### src/rtl/pwm_pkg.sv
// Shared types and constants for the PWM duty feeder.
package pwm_pkg;

  typedef enum logic [1:0] {
    IDLE = 2'd0,
    RAMP = 2'd1,
    PEND = 2'd2
  } state_t;

  localparam int unsigned DUTY_W_DEF   = 8;
  localparam int unsigned CLK_HZ       = 50_000_000;
  localparam int unsigned STEP_HZ      = 1_000;
  localparam int unsigned STEP_DIV_DEF = CLK_HZ / STEP_HZ;

endpackage

### src/rtl/sync_stab.sv
// Two-flop synchroniser followed by a stability filter; the output only follows the
// synchronised input once it has held the same value for STAB consecutive cycles.
module sync_stab
  import pwm_pkg::*;
#(
  parameter int unsigned W    = DUTY_W_DEF,
  parameter int unsigned STAB = 4
) (
  input  logic         clk,
  input  logic         rst,
  input  logic [W-1:0] din,
  output logic [W-1:0] dout
);

  localparam int unsigned CW = $clog2(STAB + 1);

  logic [W-1:0]  s1_q, s2_q, last_q, acc_q;
  logic [CW-1:0] cnt_q, cnt_d;

  // cnt_d = number of consecutive cycles s2_q has shown its current value (saturating)
  always_comb begin
    cnt_d = cnt_q;
    if (s2_q != last_q) begin
      cnt_d = CW'(1);
    end else if (cnt_q < CW'(STAB)) begin
      cnt_d = cnt_q + CW'(1);
    end
  end

  always_ff @(posedge clk or posedge rst) begin
    if (rst) begin
      s1_q   <= '0;
      s2_q   <= '0;
      last_q <= '0;
      acc_q  <= '0;
      cnt_q  <= '0;
    end else begin
      s1_q   <= din;
      s2_q   <= s1_q;
      last_q <= s2_q;
      cnt_q  <= cnt_d;
      if (cnt_d == CW'(STAB)) begin
        acc_q <= s2_q;
      end
    end
  end

  assign dout = acc_q;

endmodule

### src/rtl/pwm_duty_slew.sv
// Slews the committed PWM duty toward the debounced setpoint, committing only at period end.
// Define PWM_SLEW_BYPASS_EN to drop the rate limit and jump straight to the target.
module pwm_duty_slew
  import pwm_pkg::*;
#(
  parameter int unsigned DUTY_W    = DUTY_W_DEF,
  parameter int unsigned STEP_DIV  = STEP_DIV_DEF,
  parameter int unsigned STEP_SIZE = 1,
  parameter int unsigned STAB      = 4
) (
  input  logic              MAX10_CLK1_50,
  input  logic              rst,
  input  logic [DUTY_W-1:0] target,
  input  logic              hold,
  input  logic              period_end,
  output logic [DUTY_W-1:0] duty_out,
  output logic              duty_valid,
  output logic              busy
);

  logic              clk;
  state_t            state_q, state_d;
  logic [DUTY_W-1:0] tgt_acc, duty_q, next_q, step_val;
  logic              valid_q, busy_q, load_next, commit, tick;

  assign clk = MAX10_CLK1_50;

  sync_stab #(
    .W    (DUTY_W),
    .STAB (STAB)
  ) u_sync_stab (
    .clk  (clk),
    .rst  (rst),
    .din  (target),
    .dout (tgt_acc)
  );

`ifdef PWM_SLEW_BYPASS_EN
  assign tick     = 1'b1;
  assign step_val = tgt_acc;
`else
  localparam int unsigned PW = $clog2(STEP_DIV);
  localparam int unsigned EW = DUTY_W + 1;

  logic [PW-1:0] pre_q;
  logic          clr_pre;
  logic [EW-1:0] up_sum, dn_diff, ext_tgt;

  assign tick = (pre_q == PW'(STEP_DIV - 1));

  // One extra bit so overflow past full scale and underflow below zero clamp to target
  always_comb begin
    ext_tgt = {1'b0, tgt_acc};
    up_sum  = {1'b0, duty_q} + EW'(STEP_SIZE);
    dn_diff = {1'b0, duty_q} - EW'(STEP_SIZE);
    if (tgt_acc > duty_q) begin
      step_val = (up_sum > ext_tgt) ? tgt_acc : up_sum[DUTY_W-1:0];
    end else begin
      step_val = (dn_diff[DUTY_W] || (dn_diff < ext_tgt)) ? tgt_acc : dn_diff[DUTY_W-1:0];
    end
  end

  always_ff @(posedge clk or posedge rst) begin
    if (rst) begin
      pre_q <= '0;
    end else if (clr_pre || tick) begin
      pre_q <= '0;
    end else begin
      pre_q <= pre_q + PW'(1);
    end
  end
`endif

  always_comb begin
    state_d   = state_q;
    load_next = 1'b0;
    commit    = 1'b0;
`ifndef PWM_SLEW_BYPASS_EN
    clr_pre   = 1'b0;
`endif
    unique case (state_q)
      IDLE: begin
        if (duty_q != tgt_acc) begin
`ifdef PWM_SLEW_BYPASS_EN
          if (!hold) begin
            state_d   = PEND;
            load_next = 1'b1;
          end else begin
            state_d = RAMP;
          end
`else
          state_d = RAMP;
          clr_pre = 1'b1;
`endif
        end
      end
      RAMP: begin
        if (tick && !hold) begin
          state_d   = PEND;
          load_next = 1'b1;
        end
      end
      PEND: begin
        if (period_end) begin
          commit  = 1'b1;
          state_d = (next_q == tgt_acc) ? IDLE : RAMP;
        end
      end
      default: state_d = IDLE;
    endcase
  end

  always_ff @(posedge clk or posedge rst) begin
    if (rst) begin
      state_q <= IDLE;
      duty_q  <= '0;
      next_q  <= '0;
      valid_q <= 1'b0;
      busy_q  <= 1'b0;
    end else begin
      state_q <= state_d;
      valid_q <= commit;
      busy_q  <= (duty_q != tgt_acc);
      if (load_next) begin
        next_q <= step_val;
      end
      if (commit) begin
        duty_q <= next_q;
      end
    end
  end

  assign duty_out   = duty_q;
  assign duty_valid = valid_q;
  assign busy       = busy_q;

endmodule
### config.mk
export PLATFORM = sky130hd
export DESIGN_NAME = pwm_duty_slew
export DESIGN_NICKNAME = d
export VERILOG_FILES = /design/src/rtl/pwm_pkg.sv /design/src/rtl/sync_stab.sv /design/src/rtl/pwm_duty_slew.sv
export SDC_FILE = /design/constraint.sdc
export NUM_CORES = 1
export LEC_CHECK = 0
export ABC_AREA = 1
export BUFFER_PORTS_ARGS = -buffer_cell sky130_fd_sc_hd__buf_2
export CORE_UTILIZATION = 66
export DETAILED_ROUTE_END_ITERATION = 16
export HOLD_SLACK_MARGIN = 0.08
export PLACE_DENSITY = 0.9
export SYNTH_ARGS = -nofsm -noshare
export SYNTH_HDL_FRONTEND = slang
export SYNTH_SLANG_ARGS = --single-unit
### constraint.sdc
create_clock -name MAX10_CLK1_50 -period 4.7 [get_ports MAX10_CLK1_50]
set_input_delay 0.94 -clock MAX10_CLK1_50 [delete_from_list [all_inputs] [get_ports MAX10_CLK1_50]]
set_output_delay 0.94 -clock MAX10_CLK1_50 [all_outputs]
set_load 0.02 [all_outputs]
==> results.sh <==
export IMPL_worst_setup_path_start_kind="flop"
export IMPL_final_cell_mix="113 x nand2_1, 71 x dfrtp_1, 61 x inv_1"
export IMPL_arrival_ps=3440
export IMPL_tightest_slew_ps=913
export IMPL_power_leakage_nw=2.21
export IMPL_synth_top_area_share_pct=44.8
export IMPL_min_path_cells=0
export IMPL_regToRegStartpoint="duty_out[0]"
export IMPL_synth_fp_nets=519
export IMPL_htreeDepth=3
export IMPL_dp_slack_ps=1540
export IMPL_cts_tree="done"
export IMPL_holdBufCountCts=0
export IMPL_grt_overflow_total=0
export IMPL_fin_setup_tns_ps=0
export IMPL_fmax_ghz=0.312
export IMPL_post_cts_repair_setup_buffers=0
export IMPL_avgRoutedWirePerCell_um=15.3
export IMPL_drt_pass1_iterations=7
export IMPL_cts_repair_resized=0
export IMPL_power_w=0.00137
export IMPL_cts_buffer_depth=2
export IMPL_timing_final_crit_share_pct=68.2
export IMPL_worstRegToRegCells=17
export IMPL_finalMaxSlewViolations=0
export IMPL_die_w_um=79.6
export IMPL_drt_iter0_markers=352
export IMPL_synth_area_um2=3970
export IMPL_fp_row_count=27
export IMPL_num_io_pins=22
export IMPL_maxSlewHeadroom_pct=39.0
export IMPL_cts_sinks=71
export IMPL_yosysWarnings=0
export IMPL_clk_pin_slew_ps=70
export IMPL_synth_cells=480
export IMPL_critPathLaunch="duty_out[0]"
export IMPL_grt_setup_unrepaired="false"
export IMPL_cp_common_cell="nand2_1"
export IMPL_drc_errors=0
export IMPL_route_vias_total=3422
export IMPL_cpLargestDelayFamily="simple AND/OR/NAND/NOR gates"
export IMPL_wirelength_mm=9.00
export IMPL_insertion_delay_ps=340
export IMPL_critical_path_class="flop to flop"
export IMPL_clock_skew_ps=6.20
export IMPL_cp_cell_sequence="inv_1 > nor3_2 > nand3_1 > nor2_1 > nand3_1 > nand2_1 > inv_1 > ha_1 > inv_1 > nor4_1 > nand4_2 > nand2_4 > nand2_1 > nand3_1 > nand2_1 > nand2_1 > nand2_1"
export IMPL_hold_class="flop to flop"
export IMPL_cap_viol_max_count=0
export IMPL_required_ps=4940
export IMPL_root_buffer="clkbuf_8"
export IMPL_slowest_delay_ps=490
export IMPL_layout_commonest_cell="nand2_1"
export IMPL_synth_seq_cells=71
export IMPL_cts_buffers=9
export IMPL_n_antenna_cell=0
export IMPL_area_delta_synth_final_pct=9.42
export IMPL_yosysSeqAreaShare_pct=44.8
export IMPL_grt_max_degree=47
export IMPL_crit_fanout=9
export IMPL_synth_area_leaders="dfrtp_1 45%, nand2_1 11%, ha_1 8.5%, inv_1 5.9%, nand3_1 5.4%"
export IMPL_layout_setup_ws_ps=1500
export IMPL_dp_cells=572
export IMPL_synth_cell_types=36
export IMPL_die_area_um2=6330
export IMPL_end_kind="flop"
export IMPL_avgViaCountPerCell=5.83
export IMPL_hp_start="u_sync_stab.s1_q[6]"
export IMPL_slowest_stage="dfrtp_1"
export IMPL_globalplace_congestion=0.946
export IMPL_finalHoldViolations=0
export IMPL_path_depth=17
export IMPL_power_density_nw_per_um2=315
export IMPL_peakVddDrop_mv=0.378
export IMPL_status="complete, no violations"
export IMPL_grt_pass1_wl_mm=15.1
export IMPL_die_y_um=79.6
export IMPL_antenna_found_initial=0
export IMPL_dp_hpwl_mm=6.45
export IMPL_numPortBuffers=21
export IMPL_layout_drive_gt1_share_pct=12.2
export IMPL_grt_pass1_vias=3333
export IMPL_setup_viol=0
export IMPL_detail_route_antenna_nets=0
export IMPL_initial_core_util_pct=70.4
export IMPL_core_area_um2=5640
export IMPL_worstPathBufferInverterCount=3
export IMPL_avgSynthCellArea_um2=8.27
export IMPL_nNetsFinal=550
export IMPL_fin_cells=587
export IMPL_synth_largest_area_cell="dfrtp_1"
export IMPL_grtUsageTotal_pct=31.4
export IMPL_min_period_ps=3200
==> through the flow <==
stage	hold WS (ps)	instance area (um^2)	utilization [%]
detailed placement	338	4160	73.8
global placement	331	4160	73.8
finish	350	4340	77.0
global route	355	4340	77.0
CTS	355	4340	77.0
floorplan	331	3970	-
==> final cells by class <==
type | instances | area (um^2)
clock inverters | 4 | 30.0
flip-flops and latches | 71 | 1780
clock buffers | 11 | 151
fillers | 401 | 1300
multi-input cells | 340 | 1930
well taps | 72 | 90.1
inverters | 67 | 251
repair buffers | 22 | 113
==> layer usage <==
| metal | share of wire, % | GRT usage [%] | vias up |
|---|---|---|---|
| met5 | 0 | 0 | - |
| met4 | 4.0 | 14.2 | 0 |
| met3 | 6.0 | 5.37 | 46 |
| met2 | 50 | 53.6 | 149 |
| met1 | 40 | 38.9 | 1600 |
| li1 | - | - | 1627 |
==> cell usage after synthesis <==
library cell	number
a211oi_1	1
a21o_1	2
a21oi_1	26
a31o_2	1
buf_2	2
clkinv_1	2
dfrtp_1	71
ha_1	27
inv_1	62
inv_2	3
mux2_2	1
nand2_1	113
nand2_2	3
nand2_4	2
nand3_1	43
nand3_2	1
nand3b_1	3
nand4_1	8
nand4_2	2
nor2_1	39
nor2_2	5
nor2_4	2
nor3_1	6
nor3_2	3
nor3b_1	1
nor4_1	3
o211ai_1	1
o21a_1	1
o21ai_0	16
o21ai_1	1
o221a_2	1
o22ai_1	3
o41ai_1	1
or2_2	1
xnor2_1	11
xor2_1	12
==> state kept, by name (all words and copies together), names as in the netlist <==
name and count:
busy 1, duty_valid 1, u_sync_stab.cnt_q 3, duty_out 8
u_sync_stab.dout 8, u_sync_stab.s2_q 8, state_q 2, u_sync_stab.last_q 8
u_sync_stab.s1_q 8, next_q 8, pre_q 16
==> path summary, 6_finish.rpt <==
check | end | slack (ps)
min in group asynchronous | u_sync_stab.s1_q[0] | 790
max in group asynchronous | duty_out[1] | 3050
min | u_sync_stab.s2_q[6] | 350
min reg2reg | u_sync_stab.s2_q[6] | 350
max | next_q[4] | 1500
max reg2reg | next_q[4] | 1500
==> worst register-to-register path, stage by stage, from the launching register on <==
cell	delay (ps)
dfrtp_1	490
inv_1	120
nor3_2	330
nand3_1	140
nor2_1	180
nand3_1	90
nand2_1	100
inv_1	50
ha_1	330
inv_1	70
nor4_1	310
nand4_2	320
nand2_4	230
nand2_1	80
nand3_1	90
nand2_1	60
nand2_1	60
nand2_1	60
==> where the power goes <==
group,total (W),internal [W],switching (W)
clock,0.000443,0.000219,0.000224
combinational,0.000236,0.0000872,0.000148
sequential,0.000687,0.000653,0.0000346
==> cell families after synthesis <==
group,share of synthesized area [%]
buffers and inverters,6.59
and+or+nand+nor,27.2
muxes,0.284
adders and majority gates,8.51
AOI/OAI and AO/OA,7.56
xor gates and xnor gates,5.07
DFF,44.8
(Power assumes the default switching activity.)
